**src/rtl/mem_stage_queue.sv**
```systemverilog
// In-order DEPTH-entry queue between PREMEM and WB. Holds issued loads/stores
// until their data_ok arrives, passes non-memory results through in order, and
// drops responses that belong to entries discarded by a flush.
module mem_stage_queue #(
  parameter int PAYLOAD_W = 96,
  parameter int DATA_W    = 32,
  parameter int DEPTH     = 4,
  parameter int CNT_W     = $clog2(DEPTH + 1)
) (
  input  logic                 clk,
  input  logic                 rst,
  input  logic                 flush_i,
  input  logic                 in_valid_i,
  input  logic                 in_memReq_i,
  input  logic                 in_risk_i,
  input  logic [PAYLOAD_W-1:0] in_payload_i,
  output logic                 in_allowin_o,
  input  logic                 data_ok_i,
  input  logic [DATA_W-1:0]    data_rdata_i,
  output logic                 out_valid_o,
  input  logic                 out_allowin_i,
  output logic [PAYLOAD_W-1:0] out_payload_o,
  output logic [DATA_W-1:0]    out_rdata_o,
  output logic [CNT_W-1:0]     count_o,
  output logic                 hasRisk_o,
  output logic                 protoErr_o
);

  localparam int PTR_W = (DEPTH > 1) ? $clog2(DEPTH) : 1;

  logic [DEPTH-1:0]     valid_q, valid_d;
  logic [DEPTH-1:0]     memreq_q, memreq_d;
  logic [DEPTH-1:0]     done_q, done_d;
  logic [DEPTH-1:0]     risk_q, risk_d;
  logic [PAYLOAD_W-1:0] payload_q [DEPTH];
  logic [PAYLOAD_W-1:0] payload_d [DEPTH];
  logic [DATA_W-1:0]    rdata_q [DEPTH];
  logic [DATA_W-1:0]    rdata_d [DEPTH];
  logic [PTR_W-1:0]     head_q, head_d;
  logic [PTR_W-1:0]     tail_q, tail_d;
  logic [CNT_W-1:0]     count_q, count_d;
  logic [CNT_W-1:0]     drop_q, drop_d;
  logic                 proto_err_q, proto_err_d;

  logic                 resp_hit;
  logic [PTR_W-1:0]     resp_idx;
  logic [PTR_W-1:0]     scan_idx;
  logic [CNT_W-1:0]     pend_cnt;
  logic                 resp_take;
  logic                 head_bypass;
  logic                 head_complete;
  logic                 enq;
  logic                 deq;

  // Locate the oldest outstanding memory entry and count all outstanding ones.
  always_comb begin
    resp_hit = 1'b0;
    resp_idx = head_q;
    scan_idx = head_q;
    pend_cnt = '0;
    for (int unsigned i = 0; i < DEPTH; i++) begin
      scan_idx = head_q + PTR_W'(i);
      if (valid_q[scan_idx] && memreq_q[scan_idx] && !done_q[scan_idx] && !resp_hit) begin
        resp_hit = 1'b1;
        resp_idx = scan_idx;
      end
      if (valid_q[i] && memreq_q[i] && !done_q[i]) begin
        pend_cnt = pend_cnt + CNT_W'(1);
      end
    end
  end

  // Handshakes and head output, including same-cycle bypass of returning data.
  always_comb begin
    in_allowin_o  = (count_q < CNT_W'(DEPTH)) && (drop_q == '0);
    resp_take     = data_ok_i && (drop_q == '0) && resp_hit;
    head_bypass   = resp_take && (resp_idx == head_q);
    head_complete = valid_q[head_q] && (!memreq_q[head_q] || done_q[head_q] || head_bypass);
    out_valid_o   = (count_q != '0) && head_complete && !flush_i;
    enq           = in_valid_i && in_allowin_o && !flush_i;
    deq           = out_valid_o && out_allowin_i;
    out_payload_o = payload_q[head_q];
    out_rdata_o   = head_bypass ? data_rdata_i : rdata_q[head_q];
    count_o       = count_q;
    hasRisk_o     = |(valid_q & risk_q);
    protoErr_o    = proto_err_q;
  end

  // Next-state: flush, response routing, dequeue, enqueue.
  always_comb begin
    valid_d     = valid_q;
    memreq_d    = memreq_q;
    done_d      = done_q;
    risk_d      = risk_q;
    payload_d   = payload_q;
    rdata_d     = rdata_q;
    head_d      = head_q;
    tail_d      = tail_q;
    count_d     = count_q;
    drop_d      = drop_q;
    proto_err_d = proto_err_q;

    if (flush_i) begin
      valid_d = '0;
      head_d  = '0;
      tail_d  = '0;
      count_d = '0;
      // A response in the flush cycle belongs to the flushed set; with nothing
      // outstanding at all it is a protocol error instead.
      if (data_ok_i && (drop_q == '0) && !resp_hit) begin
        proto_err_d = 1'b1;
        drop_d      = pend_cnt;
      end else if (data_ok_i) begin
        drop_d = drop_q + pend_cnt - CNT_W'(1);
      end else begin
        drop_d = drop_q + pend_cnt;
      end
    end else begin
      if (data_ok_i) begin
        if (drop_q != '0) begin
          drop_d = drop_q - CNT_W'(1);
        end else if (resp_hit) begin
          done_d[resp_idx]  = 1'b1;
          rdata_d[resp_idx] = data_rdata_i;
        end else begin
          proto_err_d = 1'b1;
        end
      end
      if (deq) begin
        valid_d[head_q] = 1'b0;
        head_d          = head_q + PTR_W'(1);
      end
      if (enq) begin
        valid_d[tail_q]   = 1'b1;
        memreq_d[tail_q]  = in_memReq_i;
        done_d[tail_q]    = 1'b0;
        risk_d[tail_q]    = in_risk_i;
        payload_d[tail_q] = in_payload_i;
        rdata_d[tail_q]   = '0;
        tail_d            = tail_q + PTR_W'(1);
      end
      if (enq && !deq) begin
        count_d = count_q + CNT_W'(1);
      end else if (deq && !enq) begin
        count_d = count_q - CNT_W'(1);
      end
    end
  end

  // State register with synchronous reset.
  always_ff @(posedge clk) begin
    if (rst) begin
      valid_q     <= '0;
      memreq_q    <= '0;
      done_q      <= '0;
      risk_q      <= '0;
      head_q      <= '0;
      tail_q      <= '0;
      count_q     <= '0;
      drop_q      <= '0;
      proto_err_q <= 1'b0;
      for (int unsigned i = 0; i < DEPTH; i++) begin
        payload_q[i] <= '0;
        rdata_q[i]   <= '0;
      end
    end else begin
      valid_q     <= valid_d;
      memreq_q    <= memreq_d;
      done_q      <= done_d;
      risk_q      <= risk_d;
      payload_q   <= payload_d;
      rdata_q     <= rdata_d;
      head_q      <= head_d;
      tail_q      <= tail_d;
      count_q     <= count_d;
      drop_q      <= drop_d;
      proto_err_q <= proto_err_d;
    end
  end

endmodule
```
**config.mk**
```make
export PLATFORM = sky130hd
export DESIGN_NAME = mem_stage_queue
export DESIGN_NICKNAME = d
export VERILOG_FILES = /design/src/rtl/mem_stage_queue.sv
export SDC_FILE = /design/constraint.sdc
export NUM_CORES = 1
export LEC_CHECK = 0
export BUFFER_PORTS_ARGS = -buffer_cell sky130_fd_sc_hd__buf_4
export CAP_MARGIN = 20
export CORE_ASPECT_RATIO = 0.6
export CORE_MARGIN = 3
export CORE_UTILIZATION = 27
export CTS_BUF_LIST = sky130_fd_sc_hd__clkbuf_4 sky130_fd_sc_hd__clkbuf_8
export DETAILED_ROUTE_END_ITERATION = 8
export SLEW_MARGIN = 20
export SYNTH_ARGS = -nofsm -noshare
export SYNTH_HDL_FRONTEND = slang
export SYNTH_SLANG_ARGS = --single-unit
```
**constraint.sdc**
```tcl
create_clock -name clk -period 3.87 [get_ports clk]
set_input_delay 0 -clock clk [delete_from_list [all_inputs] [get_ports clk]]
set_output_delay 0 -clock clk [all_outputs]
set_load 0.02 [all_outputs]
```
==> metrics.md, run 1 <==
| Metric | Value |
|---|---|
| Number of port buffers | 270 |
| Clock Latency Late Sink | 0.73 ns |
| WHS Path Cells | 3 |
| Fin Setup TNS | 0 ns |
| Most frequent cell after synthesis | nand2_1 |
| GRT Residual Overflow | 0 |
| Leak Pwr | a little over 10 nW |
| Synth cell types | 73 |
| Mux contribution to synthesized area | 0.149 |
| CP startpoint kind | register |
| Seq/Total Area, Yosys | 0.473 |
| Critical Path RT | a little under 4 ns |
| Tcrit/Tclk final | 0.936 |
| Clock Sink Count | around 540 |
| WHS Endpoint | rdata_q[60] |
| Most frequent cells after synthesis | 832 x nand2_1, 539 x dfxtp_1, 401 x a21oi_1 |
| Clk pin slew, worst setup/hold paths | ~0.06 ns |
| Detail Route Antenna Nets | 0 |
| Final hold vios | 0 |
| Fmax | approximately 280 MHz |
| Synth top area share | 0.473 |
| Hold WS | between 0.09 and 0.1 ns |
| Crit-path max FO | 40 |
| Minimum clock period | around 3.6 ns |
| Pwr dens | 410 mW/mm2 |
| Max Cap Violations | 0 |
| Post-synth EDFFs | 0 |
| Compound-Gate Fraction of Synth Area | 0.149 |
| Initial DRC count | ~1500 |
| Htree depth | 3 |
| Tightest Pin Transition | ~1.1 ns |
| Synth Area in Simple Gates | 0.158 |
| RD Place Congestion | 0.803 |
| Synth area leaders | dfxtp_1 47%, nand2_1 14%, mux4_2 13%, a21oi_1 8.8%, clkbuf_1 2.5% |
| Status | complete, no violations |
| Total Power | 12.3 mW |
| Yosys reg bits | roughly 540 |
| Rel. slew slack | 0.283 |
| R2R depth | 13 |
| Global router's overall resource usage | 0.163 |
| Vias | just under 20000 |
| Crit path DAT | approximately 3.6 ns |
| Setup crit end kind | output pin |
| Fin. max-slew vios | 0 |
| Chip height | ~230 um |
| Vias/cell | about 4.8 |
| CORE AREA | around 0.083 mm2 |
| # nets final | ~3100 |
| Worst vdd ir | about 0.26 mV |
| Adder-cell share of the synthesized area | 0.0105 |
| Placement Rows | 81 |
| DRT Wirelength | approximately 73000 um |
| Min-delay src | data_rdata_i[28] |
| Area Growth Syn to Fin | 30.9% |
| Worst Hold Class | input pin to register |
| CTS tree | done |
| CTS root buffer | clkbuf_8 |
| Async S/R FF share, synth | 0 |
| Xor/xnor share of the synthesized area | 0.00460 |
| Clk buf depth | 3 |
| Post-Syn Instances | roughly 2500 |
| Initial antenna violation count | 8 |
| Synthesized area | approximately 0.023 mm2 |
| Initial core utilization | 0.276 |
| Synth Net Count | roughly 2700 |
| CTS Buf Count | 87 |
| Drt pass-1 iters | 7 |
| Ys flop type | dfxtp_1 |
| IO Pins | approximately 270 |
| Vias in the first global route | between 15000 and 20000 |
| Share of cells above drive strength 1 | 0.217 |
| Capturing point of the worst reg2reg path | count_o[2] |
| DP HPWL | 41500 um |
| Global-route wire length before repair | ~110000 um |
| Area of the die | 0.0882 mm2 |
| Cell taking the most area after synthesis | dfxtp_1 |
| Synth warnings | 0 |
| Utilization after layout | 0.362 |
| Fill count | 8375 |
| R2r setup slk | roughly 0.43 ns |
| Post-DR wirelength/cell | between 15 and 20 um |
| Residual DRC count | 0 |
| Syn Area/Cell | 9.03 um2 |
| CP Class | register to output pin |
| Final setup viols | 0 |
| R2r startpoint | head_q[1] |
| Clock skew | 0.0444 ns |
| Largest family of logic cells by synthesized area | simple AND/OR/NAND/NOR gates |
| Largest net degree at the start of global routing | around 140 |
| Floorplan die width | approximately 380 um |
| RSZ-0062 raised after global routing | no |
==> cells in the final DEF, fill, tap and decap left out, types with 6 or more instances in the layout <==
| master | n |
|---|---|
| a21oi_1 | 401 |
| a32o_1 | 32 |
| buf_12 | 13 |
| buf_4 | 297 |
| clkbuf_4 | 32 |
| clkbuf_8 | 105 |
| dfxtp_1 | 537 |
| diode_2 | 7 |
| dlygate4sd3_1 | 199 |
| ha_1 | 15 |
| inv_1 | 110 |
| mux2_1 | 30 |
| mux2i_1 | 6 |
| mux4_2 | 132 |
| nand2_1 | 828 |
| nor2_1 | 20 |
| nor3_1 | 7 |
| o21ai_0 | 8 |
| o22ai_1 | 85 |
| o22ai_2 | 12 |
| xnor2_1 | 10 |
==> what timing repair did <==
action,CTS,global route
hold buffers,199,0
pin swaps,0,1
buffers inserted,0,7
resized for setup,6,1
endpoints found under the hold margin,539,0
endpoints found under the setup margin,32,32
==> state kept, by name, summed over array words and instances, names as in the netlist <==
register / count
head_q: 2
payload_q: 384
protoErr_o: 1
memreq_q: 4
drop_q: 3
rdata_q: 128
done_q: 4
tail_q: 2
count_o: 3
valid_q: 4
risk_q: 4
==> where the power goes <==
group	internal [mW]	switching [mW]	total, mW	leakage, nW
combinational	0.487	0.620	1.11	5.00
sequential	5.63	0.0427	5.67	4.35
clock	3.09	2.40	5.49	1.00
==> cells by family (layout without fill, tap and decap cells) <==
kind of cell               after synthesis  after routing
buffers and inverters                  312            776
AOI/OAI and AO/OA                      573            573
xor gates and xnor gates                12             12
muxes                                  171            171
other                                    0              7
and+or+nand+nor                        903            903
adders and majority gates               18             18
DFF                                    539            539
==> critical path, stage by stage, from the launching register on <==
cell,delay (ns)
dfxtp_4,0.38
buf_6,0.23
and4bb_2,0.33
o41ai_2,0.43
o221ai_2,0.21
o311ai_1,0.50
a21oi_4,0.06
buf_12,0.18
mux2_1,0.36
buf_4,0.16
==> layout make-up <==
class                   count  area, um2  share of cell area
diodes                      7       17.5            0.000586
inverters                 112        424              0.0142
multi-input cells        1677      10800               0.362
clock buffers             137       1690              0.0564
clock inverters            16        223             0.00745
well taps                1120       1400              0.0469
flip-flops and latches    539      10800               0.361
repair buffers            511       4510               0.151
==> worst max path at each step <==
stage | start | to | slack [ns]
floorplan | head_q[0] | count_o[2] | 0.15
global placement | head_q[1] | count_o[2] | 0.30
detailed placement | head_q[1] | count_o[2] | 0.25
CTS | head_q[1] | out_rdata_o[31] | 0.04
global route | done_q[1] | out_rdata_o[24] | 0.06
finish | head_q[0] | out_rdata_o[12] | 0.25
==> stage by stage <==
stage	cell area, um2	instances	worst slack (ns)
global placement	25900	3753	0.299
floorplan	22800	2528	0.145
global route	29900	4118	0.0597
CTS	29800	4105	0.0420
finish	29900	4119	0.247
detailed placement	25900	3753	0.252
==> metal layers <==
| metal | track usage | vias to the layer above | wire length [um] |
|---|---|---|---|
| li1 | - | 9474 | - |
| met1 | 0.230 | 9585 | 34200 |
| met2 | 0.245 | 577 | 32500 |
| met3 | 0.0461 | 94 | 5420 |
| met4 | 0.0422 | 4 | 1260 |
| met5 | 0 | - | 27 |
Power figures use the tool's default switching activity.
==> run 2, diff against run 1 <==
CTS_BUF_LIST = unset   (was sky130_fd_sc_hd__clkbuf_4 sky130_fd_sc_hd__clkbuf_8)
==> run 2 against run 1 <==
  * Critical path depth increased by 2
  * Core utilization is 0.82 points lower
  * Worst setup slack worse by 0.064 ns
  * Fmax fell by 1.7%
  * Final area fell by 2.3%
  * Sequential share of layout area is 0.84 points higher
  * Sequential power about the same
  * First-iteration DRC count up 7.9%
  * Clock-buffer cell count fell by 65
  * Flip-flop and latch count is the same
  * Clock power up 2%
  * Via count shrank 2.2%
  * Largest cell class unchanged
  * Highest routed layer unchanged
==> metrics.md, run 2 (synthesized netlist as in run 1, its figures left out) <==
| Metric | Value |
|---|---|
| Status | complete, no violations |
| CTS Buf Count | 53 (-39%) |
| RD Place Congestion | 0.803 (unchanged) |
| CTS root buffer | clkbuf_16 |
| Max stage delay on crit path | 0.46 ns (-0.04 ns) |
| Min-delay src | data_rdata_i[12] |
| R2r setup slk | 0.34 ns (-0.09 ns) |
| Fin Setup TNS | 0 ns (unchanged) |
| Vias in the first global route | 18685 (-3.5%) |
| Initial core utilization | 0.276 (unchanged) |
| Number of port buffers | 270 (unchanged) |
| WHS Path Cells | 3 (unchanged) |
| Clock Latency Late Sink | 0.62 ns (-0.11 ns) |
| R2r startpoint | head_q[1] |
| Worst Hold Class | input pin to register |
| Regs by FF count | payload_q: 384 flops, rdata_q: 128 flops |
| Detail Route Antenna Nets | 0 (unchanged) |
| Capturing point of the worst reg2reg path | count_o[2] |
| Multi-input gate area | 0.0108 mm2 (unchanged) |
| Total Power | 12.3 mW (+0.34%) |
| Floorplan die width | 381 um (unchanged) |
| Area of the die | 0.0882 mm2 (unchanged) |
| DRT Wirelength | 72500 um (-1.3%) |
| Clock skew | 0.0243 ns (-0.0201 ns) |
| Global router's overall resource usage | 0.158 (-0.00550) |
| Tightest Pin Transition | 1.09 ns (+0.0140 ns) |
| Fin. max-slew vios | 0 (unchanged) |
| Minimum clock period | 3.69 ns (+0.0644 ns) |
| Sw Ratio | 0.245 (-0.00496) |
| Clk pin slew, worst setup/hold paths | 0.07 ns (about the same) |
| Clock Sink Count | 539 (unchanged) |
| Seq pwr share | 0.460 (-0.002) |
| R2R depth | 13 (unchanged) |
| Tcrit/Tclk final | 0.953 (+0.0166) |
| Post-DR wirelength/cell | 18.1 um (+1.7%) |
| Setup crit end kind | output pin |
| Critical-path cell list | inv_1 > ha_4 > inv_1 > mux4_2 > a221oi_4 > o311ai_1 > a21oi_4 > buf_12 > clkbuf_16 > mux2_1 > buf_4 |
| Area Growth Syn to Fin | 28.0% |
| DP HPWL | 41500 um (unchanged) |
| Final hold vios | 0 (unchanged) |
| Leak Pwr | 9.97 nW (-3.6%) |
| Initial DRC count | 1568 (+7.9%) |
| IO Pins | 271 (unchanged) |
| Final setup viols | 0 (unchanged) |
| Fmax | 271 MHz (-1.7%) |
| Reg area | 0.0108 mm2 (unchanged) |
| Largest register FFs | 384 (unchanged) |
| Top reg by flops | payload_q |
| Hold WS | 0.190 ns (+0.0915 ns) |
| CORE AREA | 0.0826 mm2 (unchanged) |
| Largest net degree at the start of global routing | 144 (unchanged) |
| Internal Pwr Total | 9.30 mW (+1.0%) |
| Global-route wire length before repair | 111000 um (-2.4%) |
| Crit-path slowest cell | dfxtp_4 |
| Htree depth | 2 (-1) |
| Initial antenna violation count | 10 (+2) |
| Commonest non-fill, non-tap cells in the layout | 828 x nand2_1, 537 x dfxtp_1, 401 x a21oi_1, 290 x buf_4, 138 x dlygate4sd3_1 |
| Pwr dens | 421 mW/mm2 (+2.7%) |
| Rel. slew slack | 0.274 (-0.00935) |
| Drt pass-1 iters | 6 (-1) |
| RSZ-0062 raised after global routing | no |
| CP startpoint kind | register |
| Share of cells above drive strength 1 | 0.201 (-0.0159) |
| Clk buf depth | 3 (unchanged) |
| CTS tree | done |
| Worst vdd ir | 0.316 mV (+19%) |
| WHS Endpoint | rdata_q[44] |
| CP Class | register to output pin |
| Combinational share of power | 0.086 (-0.004) |
| GRT Residual Overflow | 0 (unchanged) |
| Placement Rows | 81 (unchanged) |
| Max Cap Violations | 0 (unchanged) |
| Vias/cell | 4.83 (+0.76%) |
| # nets final | 2982 (-3.2%) |
| Psw | 3.01 mW (-1.7%) |
| Critical Path RT | 3.87 ns (about the same) |
| Fill count | 8414 (+0.47%) |
| Residual DRC count | 0 (unchanged) |
| Clock power frac | 0.454 (+0.006) |
| Crit-path max FO | 16 (-60%) |
| Crit-path most repeated cell | inv_1 |
| Crit path DAT | 3.69 ns (+0.07 ns) |
| Vias | 19295 (-2.2%) |
| Chip height | 231 um (unchanged) |
| Commonest non-fill, non-tap cell in the layout | nand2_1 |
## run 2: what timing repair did
item / in CTS / in global routing
gates resized for setup: 3 / 3
pin swaps: 0 / 1
setup buffers: 0 / 1
hold buffers: 138 / 0
gates cloned: 0 / 1
endpoints found under the setup margin: 32 / 32
endpoints found under the hold margin: 537 / 0
## run 2: worst max-delay path by stage
stage               from               to  slack [ns]  cells after the start
4_1_cts        head_q[0]  out_rdata_o[31]        0.05                      9
3_3_place_gp   head_q[1]       count_o[2]        0.30                     13
5_1_grt        head_q[1]  out_rdata_o[24]        0.03                     11
6_report       head_q[1]  out_rdata_o[29]        0.18                     11
2_1_floorplan  head_q[0]       count_o[2]        0.15                     17
3_5_place_dp   head_q[1]       count_o[2]        0.25                     13
## run 2: power groups by stage
stage	clock (mW)	sequential [mW]	combinational, mW
after floorplan	0	5.78	0.498
after global placement	0	5.79	0.938
after detailed placement	0	5.79	0.944
after CTS	5.77	5.66	1.06
after global routing	6.00	5.67	1.15
final	5.58	5.67	1.06
## run 2: layer usage
layer | global-route usage | up-vias | share of wire
met5 | 0 | - | 0.00047
met4 | 0.0285 | 6 | 0.013
met3 | 0.0378 | 72 | 0.077
met2 | 0.240 | 573 | 0.44
met1 | 0.229 | 9375 | 0.47
li1 | - | 9269 | -
## run 2: worst max-delay path, delay by kind of cell (launching register included)
kind,cells,cell delay (ns)
multiplexers,2,0.74
adder cells (fa/ha/maj),1,0.36
flip-flops,1,0.46
AO/OA/AOI/OAI,3,0.74
buffers and inverters,5,0.76
## run 2: through the flow
stage | instance area [um2] | cells | utilization | setup WS, ns
2_1_floorplan | 22800 | 2528 | - | 0.145
3_3_place_gp | 25900 | 3753 | 0.313 | 0.299
3_5_place_dp | 25900 | 3753 | 0.313 | 0.252
4_1_cts | 29100 | 3989 | 0.353 | 0.0492
5_1_grt | 29200 | 3997 | 0.354 | 0.0300
6_report | 29200 | 3997 | 0.354 | 0.182
## run 2: layout make-up
| cell class | instances | share of cell area |
|---|---|---|
| diodes | 6 | 0.000514 |
| clock buffers | 72 | 0.0506 |
| clock inverters | 26 | 0.0129 |
| inverters | 112 | 0.0144 |
| multi-input cells | 1677 | 0.371 |
| flip-flops and latches | 539 | 0.370 |
| well taps | 1120 | 0.0480 |
| repair buffers | 445 | 0.133 |
==> run 3, diff against run 2 <==
ABC_AREA = 1   (was unset)
==> run 3 against run 2 <==
  * Clock skew is 0.0013 ns lower
  * Synthesized cell count is 42% higher
  * Routed wire length is 17% higher
  * Flip-flop and latch count stayed put
  * Clock power is 5.2% higher
  * Critical path type unchanged
  * Largest cell class unchanged
  * Highest routed layer unchanged
==> metrics.md, run 3 <==
| Metric | Value |
|---|---|
| Ys flop type | dfxtp_1 |
| Fmax | 276 MHz (+1.7%) |
| Chip height | 239 um (+3.5%) |
| Synth cell types | 41 (-44%) |
| Final setup viols | 0 (unchanged) |
| Commonest non-fill, non-tap cell in the layout | nor2_1 |
| Hold WS | 0.186 ns (-0.00400 ns) |
| IO Pins | 271 (unchanged) |
| Syn Area/Cell | 6.81 um2 (-25%) |
| Residual DRC count | 0 (unchanged) |
| CORE AREA | 0.0888 mm2 (+7.5%) |
| CTS Buf Count | 55 (+3.8%) |
| Synth top area share | 0.440 (-0.0326) |
| Global-route wire length before repair | 132000 um (+19%) |
| Most frequent cells after synthesis | 1005 x nor2_1, 692 x o21ai_0, 539 x dfxtp_1 |
| R2R depth | 19 (+6) |
| Max Cap Violations | 0 (unchanged) |
| GRT Residual Overflow | 0 (unchanged) |
| Fin. max-slew vios | 0 (unchanged) |
| DP HPWL | 47400 um (+14%) |
| Largest net degree at the start of global routing | 217 (+51%) |
| Detail Route Antenna Nets | 0 (unchanged) |
| CTS tree | done |
| R2r startpoint | done_q[1] |
| Fill count | 9399 (+12%) |
| CP Class | register to output pin |
| Tcrit/Tclk final | 0.937 (-0.0155) |
| Synthesized area | 0.0245 mm2 (+7.4%) |
| Crit-path max FO | 81 (+65) |
| Clk pin slew, worst setup/hold paths | 0.07 ns (about the same) |
| Utilization after layout | 0.347 (-0.00662) |
| WHS Endpoint | payload_q[240] |
| Final hold vios | 0 (unchanged) |
| Pwr dens | 420 mW/mm2 (-0.29%) |
| Minimum clock period | 3.63 ns (-0.0601 ns) |
| Number of port buffers | 270 (unchanged) |
| Area Growth Syn to Fin | 25.7% |
| Floorplan die width | 395 um (+3.6%) |
| Top reg by flops | payload_q |
| Synth area leaders | dfxtp_1 44%, nor2_1 15%, o21ai_0 14%, nand2_1 6.6%, a21oi_1 4.1% |
| R2r setup slk | 0.34 ns (about the same) |
| RSZ-0062 raised after global routing | no |
| Critical Path RT | 3.87 ns (about the same) |
| Setup crit end kind | output pin |
| Worst Hold Class | input pin to register |
| Commonest non-fill, non-tap cells in the layout | 1001 x nor2_1, 692 x o21ai_0, 537 x dfxtp_1, 424 x nand2_1, 302 x buf_4 |
| Placement Rows | 84 (+3.7%) |
| Crit path DAT | 3.63 ns (-0.06 ns) |
| Rel. slew slack | 0.241 (-0.0331) |
| Clk buf depth | 3 (unchanged) |
| Regs by FF count | payload_q: 384 flops, rdata_q: 128 flops |
| Initial core utilization | 0.276 (-0.000285) |
| CTS root buffer | clkbuf_16 |
| Min-delay src | in_payload_i[48] |
| Vias in the first global route | 22183 (+19%) |
| Capturing point of the worst reg2reg path | drop_q[2] |
| Drt pass-1 iters | 5 (-1) |
| Total Power | 12.9 mW (+5.2%) |
| Tightest Pin Transition | 1.14 ns (+0.0497 ns) |
| Synth Net Count | 3752 (+40%) |
| Vias | 24608 (+28%) |
| Async S/R FF share, synth | 0 (unchanged) |
| Share of cells above drive strength 1 | 0.118 (-0.0829) |
| Seq/Total Area, Yosys | 0.440 (-0.0326) |
| Initial antenna violation count | 8 (-2) |
| Clock Sink Count | 539 (unchanged) |
| Post-CTS setup buffers | 0 (unchanged) |
| Post-Syn Instances | 3598 (+42%) |
| Clock skew | 0.0229 ns (-0.00134 ns) |
| CP startpoint kind | register |
| Vias/cell | 4.84 (+0.29%) |
| Worst vdd ir | 0.303 mV (-4.1%) |
| Area of the die | 0.0946 mm2 (+7.3%) |
| Global router's overall resource usage | 0.173 (+0.0147) |
| Clock Latency Late Sink | 0.63 ns (about the same) |
| Fin Setup TNS | 0 ns (unchanged) |
| # nets final | 3982 (+34%) |
| Leak Pwr | 11.8 nW (+18%) |
| WHS Path Cells | 4 (+1) |
| Status | complete, no violations |
| Cell taking the most area after synthesis | dfxtp_1 |
| Post-synth EDFFs | 0 (unchanged) |
| Largest register FFs | 384 (unchanged) |
| Initial DRC count | 2284 (+46%) |
| Post-DR wirelength/cell | 16.7 um (-7.8%) |
| RD Place Congestion | 0.790 (-1.6%) |
| Htree depth | 2 (unchanged) |
| DRT Wirelength | 85000 um (+17%) |
| Yosys reg bits | 539 (unchanged) |
| Synth warnings | 0 (unchanged) |
| Most frequent cell after synthesis | nor2_1 |
[run 3: cell types whose count changed in the layout (fill, tap and decap cells not counted), sizes merged, moves of 81 or more]
cell,previous run,this run
a21oi,402,201
mux4,132,0
nor2,22,1009
nand2,832,438
nand3,2,83
o21ai,10,720
[run 3: cells by family (layout without fill, tap and decap cells)]
kind of cell               Yosys count  count (layout)  synth area share
muxes                                1               1          0.000408
adders and majority gates           18              18           0.00980
AOI/OAI and AO/OA                 1077            1077             0.232
and+or+nand+nor                   1544            1544             0.246
xor gates and xnor gates             8               8           0.00316
DFF                                539             539             0.440
other                                0               7                 0
buffers and inverters              411             685            0.0688
[run 3: worst max path at each step]
stage,startpoint,endpoint,slack [ns],cells after the start
floorplan,head_q[0],count_o[2],0.07,26
global placement,done_q[0],drop_q[2],0.35,19
detailed placement,valid_q[0],drop_q[2],0.36,18
CTS,head_q[0],out_rdata_o[18],0.17,17
global route,done_q[0],drop_q[2],0.05,19
finish,head_q[0],out_payload_o[30],0.24,5
[run 3: metal layers]
layer / track usage / vias up / part of all wire
li1: - / 12316 / -
met1: 0.261 / 11460 / 0.49
met2: 0.255 / 743 / 0.42
met3: 0.0275 / 87 / 0.069
met4: 0.0376 / 2 / 0.016
met5: 0 / - / 0.000082
[run 3: worst max-delay path, stage by stage, from the launching register on]
cell and delay [ns]:
dfxtp_4 0.45, buf_4 0.71, buf_4 0.76, o21ai_0 0.20, o22ai_1 0.50, buf_4 0.25
[run 3: repair_timing]
| item | 4_1_cts | 5_1_grt |
|---|---|---|
| endpoints found under the hold margin | 537 | 0 |
| setup endpoints to repair | 0 | 14 |
| hold buffers | 143 | 0 |
| resized for setup | 0 | 1 |
[run 3: per-stage QoR]
| stage | area [um2] | instances | setup slack, ns |
|---|---|---|---|
| 2_1_floorplan | 24500 | 3598 | 0.0723 |
| 3_3_place_gp | 27400 | 4832 | 0.354 |
| 3_5_place_dp | 27400 | 4832 | 0.361 |
| 4_1_cts | 30800 | 5076 | 0.173 |
| 5_1_grt | 30800 | 5083 | 0.0489 |
| 6_report | 30800 | 5083 | 0.242 |
[run 3: layout make-up]
type	count	area [um2]	share of cell area
clock buffer	75	1590	0.0516
clock inverter	26	380	0.0123
sequential	539	10800	0.350
multi-input combinational	2648	12100	0.392
tap	1204	1510	0.0489
antenna	7	17.5	0.000568
timing repair buffer	457	3930	0.128
inverter	127	504	0.0164
[run 3: power by group]
part / total [mW] / switching [mW] / internal (mW)
logic: 1.35 / 0.816 / 0.530
clock network: 5.87 / 2.43 / 3.43
registers: 5.74 / 0.0645 / 5.67
total: 12.9 / 3.31 / 9.63
